<file path="src/rtl/core_load_pkg.sv">
// Shared types and constants for the boot loader: FSM states, restart byte, default halt encoding.
package core_load_pkg;

  typedef enum logic [2:0] {
    HDR,
    LOAD,
    RUN,
    HALTED,
    ERR
  } state_t;

  localparam logic [7:0]  RESTART_BYTE       = 8'hA5;
  localparam logic [31:0] HALT_INSTR_DEFAULT = 32'h0000006F;

endpackage

</file>
<file path="src/rtl/byte_word_assembler.sv">
// Little-endian 4-byte packer; word/word_done are combinational on the 4th byte so the caller
// can act in the same cycle. Bytes are consumed whenever byte_en is high (no backpressure of its own).
module byte_word_assembler (
  input  logic        clk,
  input  logic        reset,
  input  logic        clear,
  input  logic        byte_en,
  input  logic [7:0]  byte_data,
  output logic [31:0] word,
  output logic        word_done
);

  logic [31:0] shreg;
  logic [1:0]  cnt;

  // Shift in from the top so the first byte lands in bits [7:0] after four bytes.
  assign word      = {byte_data, shreg[31:8]};
  assign word_done = byte_en && (cnt == 2'd3);

  always_ff @(posedge clk) begin
    if (!reset) begin
      shreg <= '0;
      cnt   <= '0;
    end else if (clear) begin
      shreg <= '0;
      cnt   <= '0;
    end else if (byte_en) begin
      shreg <= word;
      cnt   <= cnt + 2'd1;
    end
  end

endmodule

</file>
<file path="src/rtl/core_load_controller.sv">
// Boot sequencer: loads a length-prefixed program into imem with the core held in reset, then runs it
// until the halt idiom. One registered imem write per word; rx_ready drops only while the core runs.
module core_load_controller
  import core_load_pkg::*;
#(
  parameter int          IMEM_WORDS = 256,
  parameter int          ADDR_W     = 8,
  parameter logic [31:0] HALT_INSTR = HALT_INSTR_DEFAULT
) (
  input  logic              clk,
  input  logic              reset,
  input  logic [7:0]        rx_data,
  input  logic              rx_valid,
  output logic              rx_ready,
  input  logic [31:0]       instr,
  input  logic [31:0]       PC_out,
  output logic              imem_we,
  output logic [ADDR_W-1:0] imem_addr,
  output logic [31:0]       imem_wdata,
  output logic              core_reset,
  output logic              halted,
  output logic              load_err,
  output logic [31:0]       halt_pc,
  output logic [31:0]       cycle_count
);

  localparam logic [ADDR_W-1:0] IDX_ONE = 1;

  state_t            state, state_next;
  logic              accept, asm_en, asm_clear, asm_done;
  logic [31:0]       asm_word;
  logic              hdr_bad, last_write, is_halt, restart;
  logic [ADDR_W-1:0] word_idx, last_idx;

  assign accept     = rx_valid && rx_ready;
  assign asm_en     = accept && (state == HDR || state == LOAD);
  assign asm_clear  = (state_next != state);
  assign hdr_bad    = (asm_word == 32'd0) || (asm_word > 32'(IMEM_WORDS));
  assign last_write = imem_we && (imem_addr == last_idx);
  assign is_halt    = (instr == HALT_INSTR);
  assign restart    = accept && (rx_data == RESTART_BYTE);

  byte_word_assembler u_asm (
    .clk       (clk),
    .reset     (reset),
    .clear     (asm_clear),
    .byte_en   (asm_en),
    .byte_data (rx_data),
    .word      (asm_word),
    .word_done (asm_done)
  );

  always_ff @(posedge clk) begin
    if (!reset) state <= HDR;
    else        state <= state_next;
  end

  always_comb begin
    state_next = state;
    rx_ready   = (state != RUN);
    core_reset = !(state == RUN || state == HALTED);
    halted     = (state == HALTED);
    load_err   = (state == ERR);
    case (state)
      HDR:     if (asm_done) state_next = hdr_bad ? ERR : LOAD;
      // Leave LOAD only after the final write cycle so the core never fetches a half-written image.
      LOAD:    if (last_write) state_next = RUN;
      RUN:     if (is_halt) state_next = HALTED;
      HALTED:  if (restart) state_next = HDR;
      ERR:     state_next = ERR;
      default: state_next = HDR;
    endcase
  end

  always_ff @(posedge clk) begin
    if (!reset) begin
      imem_we     <= 1'b0;
      imem_addr   <= '0;
      imem_wdata  <= '0;
      halt_pc     <= '0;
      cycle_count <= '0;
      word_idx    <= '0;
      last_idx    <= '0;
    end else begin
      imem_we <= 1'b0;
      case (state)
        HDR: begin
          if (asm_done && !hdr_bad) begin
            word_idx <= '0;
            last_idx <= asm_word[ADDR_W-1:0] - IDX_ONE;
          end
        end
        LOAD: begin
          if (asm_done) begin
            imem_we    <= 1'b1;
            imem_addr  <= word_idx;
            imem_wdata <= asm_word;
            word_idx   <= word_idx + IDX_ONE;
          end
        end
        RUN: begin
          cycle_count <= cycle_count + 32'd1;
          if (is_halt) halt_pc <= PC_out;
        end
        HALTED: begin
          if (restart) cycle_count <= '0;
        end
        default: ;
      endcase
    end
  end

endmodule

</file>
<file path="config.mk">
export PLATFORM = sky130hd
export DESIGN_NAME = core_load_controller
export DESIGN_NICKNAME = d
export VERILOG_FILES = /design/src/rtl/core_load_pkg.sv /design/src/rtl/byte_word_assembler.sv /design/src/rtl/core_load_controller.sv
export SDC_FILE = /design/constraint.sdc
export NUM_CORES = 1
export LEC_CHECK = 0
export ABC_AREA = 0
export ABC_CLOCK_PERIOD_IN_PS = 3300
export CAP_MARGIN = 5
export CORE_ASPECT_RATIO = 0.9
export CORE_UTILIZATION = 51
export DETAILED_ROUTE_END_ITERATION = 6
export DONT_BUFFER_PORTS = 1
export GPL_TIMING_DRIVEN = 0
export PLACE_DENSITY_LB_ADDON = 0.15
export SKIP_CTS_REPAIR_TIMING = 1
export SYNTH_ARGS = -nofsm -noshare
export SYNTH_HDL_FRONTEND = slang
export SYNTH_SLANG_ARGS = --single-unit
</file>
<file path="constraint.sdc">
create_clock -name clk -period 3.3 [get_ports clk]
set_input_delay 0.66 -clock clk [delete_from_list [all_inputs] [get_ports clk]]
set_output_delay 0.66 -clock clk [all_outputs]
set_load 0.01 [all_outputs]
</file>
After elaboration in Yosys (flattened, before gate mapping) --
Cells that the tools add are included.
Cells by class: eq/ne operators 13, $add $sub $neg 4, bitwise operators 1, multiplexer cells 12, reduce and logical (&&, ||, !) cells 22, $lt $le $gt $ge 1
Operators by type and width (number):
- one-hot mux 32 bit (2 select lines) | 1
- adder 32 x 1 -> 32 bit (second input constant) | 1
- equality test 32 x 7 -> 1 bit (second input constant) | 1
- greater-than comparator 32 x 9 -> 1 bit (second input constant) | 1
- logical NOT 32 bit | 1
- two-way mux 32 bit | 1
- two-way mux 8 bit | 2
- one-hot mux 8 bit (2 select lines) | 1
- two-way mux 3 bit | 5
- one-hot mux 3 bit (5 select lines) | 1
- AND reduction 2 bit | 5
- adder 8 x 1 -> 8 bit (second input constant) | 1
- equality test 8 bit | 1
- equality test 8 bit (second input constant) | 1
- subtractor 8 x 1 -> 8 bit (second input constant) | 1
- equality test 3 x 2 -> 1 bit (second input constant) | 2
- logical AND 1 bit | 6
- inequality test 2 x 1 -> 1 bit (second input constant) | 2
- nonzero test 2 bit | 2
- equality test 3 x 1 -> 1 bit (second input constant) | 1
- equality test 3 bit (second input constant) | 1
- logical NOT 3 bit | 1
- logical OR 1 bit | 3
- inequality test 3 x 2 -> 1 bit (second input constant) | 1
- 9 further kinds | 10
Word-level totals: input bits 75, flip-flop bits (word level) 158, output and inout bits 109

Longest topological paths before layout --
depth after elaboration 8, mapped depth 8, depth with buffers taken out 7

Modules after synthesis --
Synthesis repeated with hierarchy kept, for this count alone.
Second synthesis, totals: cells, all modules 715, area, all modules 6521.3 µm²
Modules (own cells, without submodules):
- core_load_controller | cells each 620, instances 1, area each 5474.0 µm²
- byte_word_assembler | cells each 95, instances 1, area each 1047.3 µm²

Worst setup path before layout --
OpenSTA, ideal clock, no wires.
kind input port to flip-flop, start point input rx_data[1], end point register cycle_count[21], data arrival time 2.325 ns, path slack 0.905 ns, cell stages on the path 6, library setup time 0.070 ns, path through nor4_2 -> a31oi_1 -> or4_1 -> buf_2 -> or3_1 -> a21oi_1
On the way: longest elaborated chain between the ends 4
RTL lines:
- start, declared | line core_load_controller.sv:12 | input logic [7:0] rx_data,
- equality test 8 bit | line core_load_controller.sv:41 | assign restart = accept && (rx_data == RESTART_BYTE);
- logical AND 1 bit | line core_load_controller.sv:41
- inequality test 2 x 1 -> 1 bit (no line)
- AND reduction 2 bit (no line)
- end signal, assigned | line core_load_controller.sv:102 | cycle_count <= cycle_count + 32'd1;
- end, declared | line core_load_controller.sv:24 | output logic [31:0] cycle_count
Every way passes these cells. A chain may end at the register's enable or synchronous reset.

Final worst setup path --
start point register state[1], end point register cycle_count[28]
On the way: longest elaborated chain between the ends 5
RTL lines:
- start, declared | line core_load_controller.sv:29 | state_t state, state_next;
- start signal, assigned | line core_load_controller.sv:55 | else state <= state_next;
- inequality test 3 x 2 -> 1 bit | line core_load_controller.sv:60 | rx_ready = (state != RUN);
- logical AND 1 bit | line core_load_controller.sv:35 | assign accept = rx_valid && rx_ready;
- logical AND 1 bit | line core_load_controller.sv:41
- inequality test 2 x 1 -> 1 bit (no line)
- AND reduction 2 bit (no line)
Parallel ways exist; a longest one is shown, timed or not.

==> results.sh <==
export IMPL_run_status="finished, final reports clean"
export IMPL_worst_clock_skew_ns=0.00905
export IMPL_post_route_cells_drive_above_1_share=0.0615
export IMPL_synth_seq_cells=150
export IMPL_sequentialPowerShare=0.450
export IMPL_synth_seq_area_share=0.465
export IMPL_fmaxAchievable_ghz=0.376
export IMPL_finalWirelength_um=15400
export IMPL_grt_use_total=0.240
export IMPL_ctsLongestPathBuffers=2
export IMPL_clk_latency_ns=0.42
export IMPL_worst_slew_pin_transition_ns=0.693
export IMPL_nets=815
export IMPL_critical_path_slowest_cell="clkbuf_1"
export IMPL_fillCellCount=1031
export IMPL_postRouteAntennaNets=0
export IMPL_area_fraction_of_the_dominant_cell_type_after_synthesis=0.465
export IMPL_grt_start_max_net_pins=17
export IMPL_critPathCaptureType="flop"
export IMPL_critPathArrivalTime_ns=2.96
export IMPL_num_antenna_cells=0
export IMPL_rsz0062_at_grt="false"
export IMPL_core_um2=12200
export IMPL_worst_path_max_fanout=10
export IMPL_comb_power_share=0.028
export IMPL_highest_metal_layer_with_signal_wires="met4"
export IMPL_post_synth_num_cell_types=45
export IMPL_switching_share=0.196
export IMPL_total_switching_power_w=0.000804
export IMPL_io_pins=184
export IMPL_first_global_vias=4845
export IMPL_portBuffers=0
export IMPL_synth_most_common_cell="dfxtp_1"
export IMPL_grt_overflow_total=0
export IMPL_postSynthNetCount=796
export IMPL_fin_tns_setup_ns=0
export IMPL_timing_max_slew_rel_slack=0.534
export IMPL_vdd_drop_max_v=0.000398
export IMPL_crit_path_max_incr_delay_ns=0.42
export IMPL_finalSetupViolations=0
export IMPL_initial_standard_cell_utilization_of_the_core=0.528
export IMPL_row_count=38
export IMPL_clkSinkCount=150
export IMPL_fin_crit_ns=2.66
export IMPL_cts_root_buf="clkbuf_16"
export IMPL_final_period_utilization=0.806
export IMPL_flow_area_growth_from_synthesis_pct=13.3
export IMPL_drt_wirelength_per_cell_um=17.0
export IMPL_postSynthAreaPerCell_um2=9.02
export IMPL_post_synth_instance_area_um2=6460
export IMPL_grt_first_pass_wirelength_um=24500
export IMPL_setup_worst_path_start_class="flop"
export IMPL_synth_warning_count=0
export IMPL_tritoncts="done"
export IMPL_syn_inst=716
export IMPL_power_report_internal_total_w=0.00329
export IMPL_wirelength_met1_um=7100
export IMPL_overall_die_width_um=121
export IMPL_detailedPlacementHpwl_um=11600
export IMPL_met2_length_um=6750
export IMPL_post_synth_most_frequent_cells="dfxtp_1 (150), nand2_1 (100), nor2_1 (67)"
export IMPL_grt_antenna_before_repair=0
export IMPL_met3_wl_um=1320
export IMPL_pwr_density_cell_nw_per_um2=560
export IMPL_synth_top_cells_by_area="dfxtp_1 (47%), mux2i_1 (9.6%), nand2_1 (5.8%), a21boi_0 (4.8%), nor2_1 (3.9%)"
export IMPL_yosysTopAreaCell="dfxtp_1"
export IMPL_asyncSetResetFlopFracSynth=0
export IMPL_post_detailed_route_drc_marker_count=0
export IMPL_gp_routability_congestion=0.871
export IMPL_dr_pass1_iters=5
export IMPL_first_drt_iteration_drcs=252
export IMPL_min_delay_path_class="in -> reg"
export IMPL_route_detailed_vias_per_inst=5.62
export IMPL_slew_violations=0
export IMPL_dominantRegCellSynth="dfxtp_1"
export IMPL_synth_edf_count=0
export IMPL_cp_cell_sequence="buf_2, nor2b_1, clkbuf_1, nand2_1, o21ai_0, clkbuf_1, clkbuf_1, nor2_1"
export IMPL_total_die_area_um2=13100
export IMPL_crit_required_ns=3.60
export IMPL_p_leak_nw=2.54
export IMPL_tritoncts_num_buffers=17
export IMPL_cts_htree_levels=4
export IMPL_dieHeight_um=109
export IMPL_count_of_max_cap_constraint_violations=0
export IMPL_worstSetupPathType="reg -> reg"
export IMPL_timing_hold_violations_final=0
export IMPL_via_count=5102
export IMPL_path_common_cell="clkbuf_1"
export IMPL_power_total_w=0.00410
export IMPL_worst_setup_hold_path_clk_slew_ns=0.06
export IMPL_pwr_share_clk=0.522
kinds of logic after synthesis:
logic type               after synthesis  synth area share
AND/OR/NAND/NOR                      322             0.252
XOR/XNOR                              40            0.0543
flip-flops                           150             0.465
multiplexers                          63            0.0979
AO/OA/AOI/OAI                         82            0.0886
adder cells (fa/ha/maj)                5           0.00969
buffers and inverters                 54            0.0329
placed cells by master (no fill, tap or decap), types with 3 or more instances in the layout:
cell,synthesis,final
xor2_1,14,14
dfxtp_1,150,150
mux2i_1,62,62
or3_1,13,13
or4_1,3,3
nor2b_1,40,40
nor3b_1,4,4
clkbuf_8,0,4
a21oi_1,14,14
o21ai_0,9,9
and4_1,5,5
clkbuf_16,0,17
xnor2_1,26,26
nor3_1,7,7
nand3_1,22,22
inv_1,15,15
nand2_1,100,100
clkinv_2,0,4
ha_1,5,5
o21a_1,3,3
nand4_1,21,21
nor4b_1,3,3
a21boi_0,41,41
and3_1,7,7
bufinv_16,0,5
buf_2,8,8
nor2_1,67,67
a211o_1,3,3
clkbuf_1,27,29
nor4_1,18,18
buf_1,4,4
layout make-up:
class                           count  area [µm²]  area share
Sequential cell                   150        3000       0.411
Multi-Input combinational cell    512        3240       0.443
Inverter                           15        56.3     0.00770
Clock inverter                      9         170      0.0233
Tap cell                          160         200      0.0274
Buffer                             39         156      0.0214
Clock buffer                       23         488      0.0667
worst max-delay path, delay by kind of cell, from the launching register on:
family / cells / cell delay (ns)
AO/OA/AOI/OAI: 1 / 0.41
buffers and inverters: 4 / 1.39
flip-flops: 1 / 0.30
AND/OR/NAND/NOR: 3 / 0.44
metrics by stage:
stage          instance area [µm²]  hold WS [ns]  utilization  cells  setup WS, ns
2_1_floorplan                 6460         0.453            -    716         0.905
3_3_place_gp                  6660         0.479        0.545    876         0.546
3_5_place_dp                  6660         0.490        0.545    876         0.523
4_1_cts                       7310         0.371        0.599    908         0.667
5_1_grt                       7310         0.380        0.599    908         0.363
6_report                      7310         0.386        0.599    908         0.639
state kept, by name, indices dropped and copies added (netlist names):
name / cells
cycle_count: 32
halt_pc: 32
imem_addr: 8
imem_wdata: 32
imem_we: 1
last_idx: 8
state: 3
u_asm.cnt: 2
u_asm.shreg: 24
word_idx: 8
power groups by stage:
stage	sequential, W	clock [W]	combinational [W]
2_1_floorplan	0.00188	0	0.0000929
3_3_place_gp	0.00188	0	0.000112
3_5_place_dp	0.00188	0	0.000116
4_1_cts	0.00184	0.00217	0.000117
5_1_grt	0.00184	0.00225	0.000128
6_report	0.00184	0.00214	0.000116
worst paths after layout:
| kind | depth (start not counted) | startpoint | slack (ns) | to |
|---|---|---|---|---|
| min | 2 | rx_data[7] | 0.39 | imem_wdata[31] |
| min reg2reg | 2 | u_asm.cnt[1] | 0.50 | u_asm.cnt[1] |
| max reg2reg | 8 | state[1] | 0.64 | cycle_count[28] |
| max | 8 | state[1] | 0.64 | cycle_count[28] |
metal layers:
| metal | vias to the layer above | global-route usage |
|---|---|---|
| li1 | 2520 | - |
| met1 | 2400 | 0.312 |
| met2 | 162 | 0.363 |
| met3 | 20 | 0.0947 |
| met4 | 0 | 0.0794 |
| met5 | - | 0 |
Power figures use the tool's default switching activity.
